### src/rtl/seg7_pkg.sv
// seg7_pkg: shared constants for the 8-digit seven-segment scan driver.
// Holds the digit count, the dark pattern and the hex-to-segment table.
package seg7_pkg;

  localparam int unsigned DIGITS = 8;
  localparam logic [7:0] SEG_OFF = 8'hFF;

  // Active-low g..a patterns, indexed by hex digit (entry 15 listed first).
  localparam logic [15:0][6:0] SEG_LUT = {
    7'h0E, 7'h06, 7'h21, 7'h46,
    7'h03, 7'h08, 7'h10, 7'h00,
    7'h78, 7'h02, 7'h12, 7'h19,
    7'h30, 7'h24, 7'h79, 7'h40
  };

endpackage

### src/rtl/hex_to_seg7.sv
// hex_to_seg7: combinational hex digit + dp to active-low segment pattern.
// Ports: hex_i[3:0] digit, dp_i decimal point on, seg_o[7:0] {~dp, g..a}.
module hex_to_seg7
  import seg7_pkg::*;
(
  input  logic [3:0] hex_i,
  input  logic       dp_i,
  output logic [7:0] seg_o
);

  assign seg_o = {~dp_i, SEG_LUT[hex_i]};

endmodule

### src/rtl/seg7_scan_ctrl.sv
// seg7_scan_ctrl: 8-digit seven-segment scanner with tear-free shadow load.
// Ports: clk, rst_n, enable, load, data_in[31:0], dp_in[7:0] in; num[2:0],
// seg[7:0], pending, frame_done out. Define SCAN_BLANK_EN for slot blanking.
module seg7_scan_ctrl
  import seg7_pkg::*;
#(
  parameter int unsigned SCAN_DIV     = 100000,
  parameter int unsigned BLANK_CYCLES = 16
) (
  input  logic        clk,
  input  logic        rst_n,
  input  logic        enable,
  input  logic        load,
  input  logic [31:0] data_in,
  input  logic [7:0]  dp_in,
  output logic [2:0]  num,
  output logic [7:0]  seg,
  output logic        pending,
  output logic        frame_done
);

  localparam int unsigned DW = $clog2(SCAN_DIV);
  localparam logic [DW-1:0] TC = DW'(SCAN_DIV - 1);
  localparam logic [DW-1:0] BLANK_CNT = DW'(BLANK_CYCLES);

`ifdef SCAN_BLANK_EN
  localparam logic BLANK_ON = 1'b1;
`else
  localparam logic BLANK_ON = 1'b0;
`endif

  logic [DW-1:0]       div_q, div_d;
  logic [2:0]          num_q, num_d;
  logic [7:0]          seg_q, seg_d;
  logic                pend_q, pend_d;
  logic                fd_q, fd_d;
  logic [DIGITS*4-1:0] shd_data_q, shd_data_d;
  logic [DIGITS-1:0]   shd_dp_q, shd_dp_d;
  logic [DIGITS*4-1:0] dsp_data_q, dsp_data_d;
  logic [DIGITS-1:0]   dsp_dp_q, dsp_dp_d;

  logic       tc;
  logic       wrap;
  logic       blank;
  logic [3:0] cur_hex;
  logic       cur_dp;
  logic [7:0] cur_pat;

  assign tc   = (div_q == TC);
  assign wrap = enable && tc && (num_q == 3'd7);

  always_comb begin
    div_d      = div_q;
    num_d      = num_q;
    pend_d     = pend_q;
    fd_d       = 1'b0;
    shd_data_d = shd_data_q;
    shd_dp_d   = shd_dp_q;
    dsp_data_d = dsp_data_q;
    dsp_dp_d   = dsp_dp_q;
    if (!enable) begin
      div_d  = '0;
      num_d  = 3'd0;
      pend_d = 1'b0;
      if (load) begin
        dsp_data_d = data_in;
        dsp_dp_d   = dp_in;
      end else if (pend_q) begin
        dsp_data_d = shd_data_q;
        dsp_dp_d   = shd_dp_q;
      end
    end else begin
      if (tc) begin
        div_d = '0;
        num_d = num_q + 3'd1;
      end else begin
        div_d = div_q + DW'(1);
      end
      if (wrap) begin
        fd_d   = 1'b1;
        pend_d = 1'b0;
        // A load on the commit edge beats the older shadow.
        if (load) begin
          dsp_data_d = data_in;
          dsp_dp_d   = dp_in;
        end else if (pend_q) begin
          dsp_data_d = shd_data_q;
          dsp_dp_d   = shd_dp_q;
        end
      end else if (load) begin
        shd_data_d = data_in;
        shd_dp_d   = dp_in;
        pend_d     = 1'b1;
      end
    end
  end

  // Pattern built from next-state values so num and seg change together.
  assign cur_hex = dsp_data_d[{num_d, 2'b00} +: 4];
  assign cur_dp  = dsp_dp_d[num_d];
  assign blank   = BLANK_ON && (div_d < BLANK_CNT);

  hex_to_seg7 u_dec (
    .hex_i (cur_hex),
    .dp_i  (cur_dp),
    .seg_o (cur_pat)
  );

  assign seg_d = (!enable || blank) ? SEG_OFF : cur_pat;

  always_ff @(posedge clk or negedge rst_n) begin
    if (!rst_n) begin
      div_q      <= '0;
      num_q      <= 3'd0;
      seg_q      <= SEG_OFF;
      pend_q     <= 1'b0;
      fd_q       <= 1'b0;
      shd_data_q <= '0;
      shd_dp_q   <= '0;
      dsp_data_q <= '0;
      dsp_dp_q   <= '0;
    end else begin
      div_q      <= div_d;
      num_q      <= num_d;
      seg_q      <= seg_d;
      pend_q     <= pend_d;
      fd_q       <= fd_d;
      shd_data_q <= shd_data_d;
      shd_dp_q   <= shd_dp_d;
      dsp_data_q <= dsp_data_d;
      dsp_dp_q   <= dsp_dp_d;
    end
  end

  assign num        = num_q;
  assign seg        = seg_q;
  assign pending    = pend_q;
  assign frame_done = fd_q;

endmodule

### config.mk
export PLATFORM = sky130hd
export DESIGN_NAME = seg7_scan_ctrl
export DESIGN_NICKNAME = d
export VERILOG_FILES = /design/src/rtl/seg7_pkg.sv /design/src/rtl/hex_to_seg7.sv /design/src/rtl/seg7_scan_ctrl.sv
export SDC_FILE = /design/constraint.sdc
export NUM_CORES = 1
export LEC_CHECK = 0
export CAP_MARGIN = 10
export CORE_AREA = 2 2 118 120
export DETAILED_ROUTE_END_ITERATION = 8
export DIE_AREA = 0 0 120 122
export HOLD_SLACK_MARGIN = 0.15
export PLACE_DENSITY = 0.63
export SLEW_MARGIN = 10
export SYNTH_ARGS = -nofsm -noshare
export SYNTH_HDL_FRONTEND = slang
export SYNTH_SLANG_ARGS = --single-unit
### constraint.sdc
create_clock -name clk -period 9.49 [get_ports clk]
set_input_delay 1.898 -clock clk [delete_from_list [all_inputs] [get_ports clk]]
set_output_delay 1.898 -clock clk [all_outputs]
set_load 0.05 [all_outputs]
==> metrics.txt <==
Synth Area in Simple Gates 13.11%; DP HPWL 9767 microns; row cnt 43; number of synthesized flops with an enable pin 0; clk root buf clkbuf_16; XOR/XNOR Fraction of Synth Area 2.082%; Crit path buffers/inverters 4; Syn Std Cell Area 5889 sq um; Die Area 14640 sq um; slowest CP cell a21oi_2; internal power 0.0008416 W; Worst Path Max Fanout 32; CP Capture Type register; Synth top area share 43.34%; post-route ant nets 0; Async SR Flop Fraction 100.0%; Setup TNS Final 0 ns; Post-CTS Setup Bufs 0; hold_buf cts 0; Clock Sinks 110; Yosys Warn Count 0; Slew headroom 19.28%; All-Layer GR Usage 20.81%; Main synth FF type dfrtp_1; Post-synth top cells 102 x dfrtp_1, 45 x mux2_2, 39 x nor2_1, 33 x nand2_1, 24 x a21oi_1; Final nets 653; Static Leak 2.802 nW; CTS Buf Count 9; worst path cell trace clkdlybuf4s50_1 > buf_4 > clkinv_1 > a21oi_2 > o22ai_1 > a221oi_2 > o211ai_1 > inv_1 > ha_1 > mux2i_1 > a22oi_1; final wirelength 14600 microns; total number of vias 4651; Die Wd 120 microns; share of layout cells above drive strength 1 16.03%; PD cells 173.4 nW/um^2; first-pass GRT wire length 23760 microns; RSZ-0062 raised after global routing no; area of the core 13500 sq um; drt first pass iters 6; cell taking the most area after synthesis dfrtp_1; post-synthesis compound-gate area fraction 20.18%; Worst Skew 0.01248 ns; CP max stage delay 0.94 ns; CP startpoint kind input pin; diode count 0; GP Congestion 0.8366; Hold Crit Class register to register; mux contribution to synthesized area 11.32%; Clock Pin Slew Worst Setup and Hold Paths 0.08 ns; number of global-route vias before repair 4628; CTS tree yes; Post-Synth Adder-Cell Area 1.912%; DRC 0; max_cap viols 0; Max clock buf depth 2; clock power share 31.5%; pre-CTS WS 3.768 ns; number of synthesized register bits 110; status finished clean; most frequent cell after synthesis dfrtp_1; Final Cycle Share 57.34%; fmax 0.1838 GHz; Clock Latency Late Sink 0.36 ns; sequential share of the synthesized area 46.91%; largest net degree at the start of global routing 61; post-layout min period 5.441 ns; Vias/cell 5.925; Die Y 122 microns; port buffer count 56; Final Max Slew Viols 0; final worst setup slack 4.049 ns; largest family of logic cells by synthesized area compound AO/OA/AOI/OAI gates; sw frac 28.97%; P_sw 0.0003433 W; Synthesized Nets 615; # IOs 57; total global routing overflow 0; worst endpoint required time 9.75 ns; Hold Fails Final Rpt 0; syn avg cell area 10.48 sq um; critical path arrival 5.71 ns; Final setup viols 0; DRT iter0 DRCs 320; CP top delay family compound AO/OA/AOI/OAI gates; synth top area cells dfrtp_1 43%, mux2_2 8.6%, dfstp_2 3.6%, mux2i_1 2.7%, nor2_1 2.5%; Max VDD drop 104.5 uV; Initial Utilization 43.61%; Post-Synthesis Cells 562; post-synth cell types 74; H-tree levels 3; routed len/inst 18.60 microns; sequential fraction of design power 47.4%; Logic pwr share 21.1%; Area Overhead vs Synth 16.04%; crit path kind input pin to register; Slew @ Worst Pin 1.203 ns; initial antenna violation count 0; Post-CTS Resized 0
-- power by group through the flow --
stage / Clock, W / Sequential, W / Combinational (W)
2_1_floorplan: 0 / 0.000588 / 0.000150
3_3_place_gp: 0 / 0.000568 / 0.000242
3_5_place_dp: 0 / 0.000571 / 0.000249
6_report: 0.000374 / 0.000562 / 0.000250
4_1_cts: 0.000381 / 0.000562 / 0.000250
5_1_grt: 0.000403 / 0.000570 / 0.000272
-- path summary, 6_finish.rpt --
kind,startpoint,endpoint,slack (ns),cells after the start
worst max-delay path,enable,seg[0]$_DFF_PN1_,4.05,11
worst min-delay path,dsp_data_q[16]$_DFF_PN0_,dsp_data_q[16]$_DFF_PN0_,0.50,2
worst max register to register,div_q[5]$_DFF_PN0_,seg[4]$_DFF_PN1_,5.12,12
worst min register to register,dsp_data_q[16]$_DFF_PN0_,dsp_data_q[16]$_DFF_PN0_,0.50,2
max in group asynchronous,rst_n,dsp_data_q[9]$_DFF_PN0_,6.73,2
min in group asynchronous,rst_n,div_q[2]$_DFF_PN0_,1.58,1
-- area by class of cell --
class / instances / area (sq um)
fill: 1236 / 6670
multi-input combinational: 393 / 2865
sequential: 110 / 2763
timing repair buffer: 62 / 603.1
clock buffer: 13 / 260.3
tap: 180 / 225.2
inverter: 24 / 90.09
clock inverter: 3 / 27.53
-- logic make-up after synthesis --
family,Yosys count
xor gates and xnor gates,14
and+or+nand+nor,147
DFF,110
adders and majority gates,9
muxes,61
buffers and inverters,59
AOI/OAI and AO/OA,162
-- routing by layer --
layer,global-route usage [%],share of wire (%),vias to the layer above
met5,0,0,-
met2,34.09,48,160
met1,26.96,45,2303
met3,4.448,5.0,31
met4,8.309,2.4,0
li1,-,-,2157
-- layout by cell type (no fill, tap or decap), types with 4 or more instances in the layout --
master           instances
dfrtp_1                102
and2_1                   8
a22oi_1                 17
inv_1                   21
a2bb2oi_1                4
nand4_1                  4
a31oi_1                  9
a21oi_1                 24
nor3_1                   5
clkbuf_16                9
a222oi_1                 4
nor2b_1                 18
clkdlybuf4s50_1         55
a211oi_1                 5
mux2i_1                 16
and3_1                   5
a211o_1                  5
o211ai_1                 6
nor2_1                  39
o22ai_1                 22
dfstp_2                  8
nand2b_1                 5
o21ai_0                 23
o221ai_1                 4
nand2_1                 32
buf_4                    7
ha_1                     9
xor2_1                  11
nand3_1                 14
mux2_2                  45
-- worst reg2reg max path: cells and delay by family, from the launching register on --
kind            cells  cell delay, ns
buf+inv             3            0.61
simple gates        2            1.40
mux                 1            0.06
flops               1            0.44
compound gates      5            1.50
fa+ha+maj           1            0.29
-- stage by stage --
step                util (%)  instances  total power, W  area, sq um  hold WS, ns
detailed placement     48.48        769       0.0008194         6546       0.4805
finish                 50.61        785        0.001185         6834       0.4985
global route           50.61        785        0.001245         6834       0.5186
CTS                    50.61        785        0.001192         6834       0.4976
global placement       48.48        769       0.0008099         6546       0.4641
floorplan                  -        562       0.0007380         5889       0.4534
-- state kept, by name, summed over array words and instances, names as in the netlist --
register and cells:
seg 8, div_q 17, pending 1, dsp_dp_q 8, shd_data_q 32, frame_done 1, dsp_data_q 32, shd_dp_q 8
num 3
(Power assumes the default switching activity.)
==> RTL edit, RTL diff (same settings) <==
`SCAN_DIV`: 100000 -> 200000.
--- a/src/rtl/seg7_scan_ctrl.sv
+++ b/src/rtl/seg7_scan_ctrl.sv
@@ -4,7 +4,7 @@
 module seg7_scan_ctrl
   import seg7_pkg::*;
 #(
-  parameter int unsigned SCAN_DIV     = 100000,
+  parameter int unsigned SCAN_DIV     = 200000,
   parameter int unsigned BLANK_CYCLES = 16
 ) (
   input  logic        clk,
Behaviour: same outputs for any inputs over 10 cycles, from zero or initial values and one cycle with rst_n low; that may be too few to reach the edited logic, so the function may still have changed.
==> RTL edit against the original RTL <==
  * Count of clock-buffer cells in the layout down 3
  * Cell area is 2.1% lower
  * Critical path depth stayed put
  * Sequential cell count increased by 1
  * Combinational power down 13%
  * Power shrank 1.7%
  * Worst setup slack got worse by 0.38 ns
  * Global-route usage shrank 0.11 points
  * Largest cell class is now sequential cells
  * Non-clock buffer count shrank 1
  * Utilization decreased by 1.1 points
  * Wire length shrank 2.2%
  * First-iteration DRC count rose by 21%
  * Largest power group unchanged
  * Synthesized area down 3.3%
==> RTL edit: results (changes against the original RTL) <==
The run finished with clean final reports. The share of the synthesized area in compound gates (AO/OA/AOI/OAI) came out at 0.192 (-0.00960). Combinational group share of total power: 0.187 (-0.024). The maximum ir drop on the vdd rail was 0.0936 mV (-11%); the number of unique standard cell types used by synthesis was 77 (+4.1%). The number of cells traversed by the worst hold path works out to 1 (-1). For the total nets after synthesis, the log shows 597 (-2.9%). For the total vias in the final route, the log shows 4495 (-3.4%). The placer's final routability congestion estimate was 0.822 (-1.7%); the met3 wire length was 699 um (-3.6%). The tools report the source of the worst hold timing path as dsp_data_q[19]. Yosys attributes the largest share of cell area to dfrtp_1 45%, mux2_2 8.1%, nor2_1 4.4%, dfstp_2 3.7%, nand2_1 2.1%. The number of search-and-repair iterations in the first detailed-routing pass was 5 (-1); the synthesized-area fraction occupied by xor and xnor cells was 0.0185 (-0.00237). The adder-cell area share of the yosys netlist is 0.0198 (+0.000651). The worst hold path terminates at dsp_data_q[19]. For the total length of routed wires, the log shows 14.3 mm (-2.2%). For the detailed route wirelength on metal2, the log shows 7.18 mm (+2.4%). The worst relative slew slack was 0.282 (+0.0888).

The global routing met2 resource utilization was 0.351 (+0.0103). The combined global-route utilization of all metal layers came out at 0.207 (-0.00114). Flop-to-flop setup slack: 5.27 ns (+0.15 ns). Slowest library cell on the worst path: clkdlybuf4s50_1. Number of fillers in the final layout: 1252 (+1.3%). In this run the worst setup path terminates at seg[3].

The tools report the total number of nets in the final design as 641 (-1.8%). The tools report the data arrival time of the critical path as 6.10 ns (+0.39 ns). Reg-to-reg critical path startpoint: div_q[0]. The largest net degree at the start of global routing was 82 (+34%). Global-route track usage on met1: 0.264 (-0.00587). The delay of the slowest cell on the worst path was 0.97 ns (+0.03 ns); the number of global-route vias before repair was 4608 (-0.43%). The maximum clock skew at final layout is 0.00842 ns (-0.00406 ns), and the leakage component of the power is 2.63 nW (-6.0%).
RTL edit: cell count changes after synthesis, moves of 9 or more:
| cell | unedited run | this run |
|---|---|---|
| nor2_1 | 39 | 67 |
| nor3_1 | 5 | 16 |
| a21oi_1 | 24 | 9 |
| clkbuf_1 | 23 | 14 |
| inv_1 | 21 | 11 |
RTL edit: metrics by stage:
stage / total power [mW] / cells / hold WS [ns] / util / area (um^2)
after CTS: 1.18 / 773 / 0.497 / 0.495 / 6690
final: 1.16 / 773 / 0.501 / 0.495 / 6690
after detailed placement: 0.792 / 757 / 0.480 / 0.473 / 6390
after global placement: 0.785 / 757 / 0.467 / 0.473 / 6390
after floorplan: 0.713 / 544 / 0.447 / - / 5700
after global routing: 1.22 / 773 / 0.527 / 0.495 / 6690
RTL edit: layout make-up:
type	instances	share of cell area
Clock buffer	10	0.0342
Clock inverter	6	0.00991
Inverter	14	0.00823
Multi-Input combinational cell	391	0.408
Sequential cell	111	0.417
Tap cell	180	0.0337
Timing Repair Buffer	61	0.0890
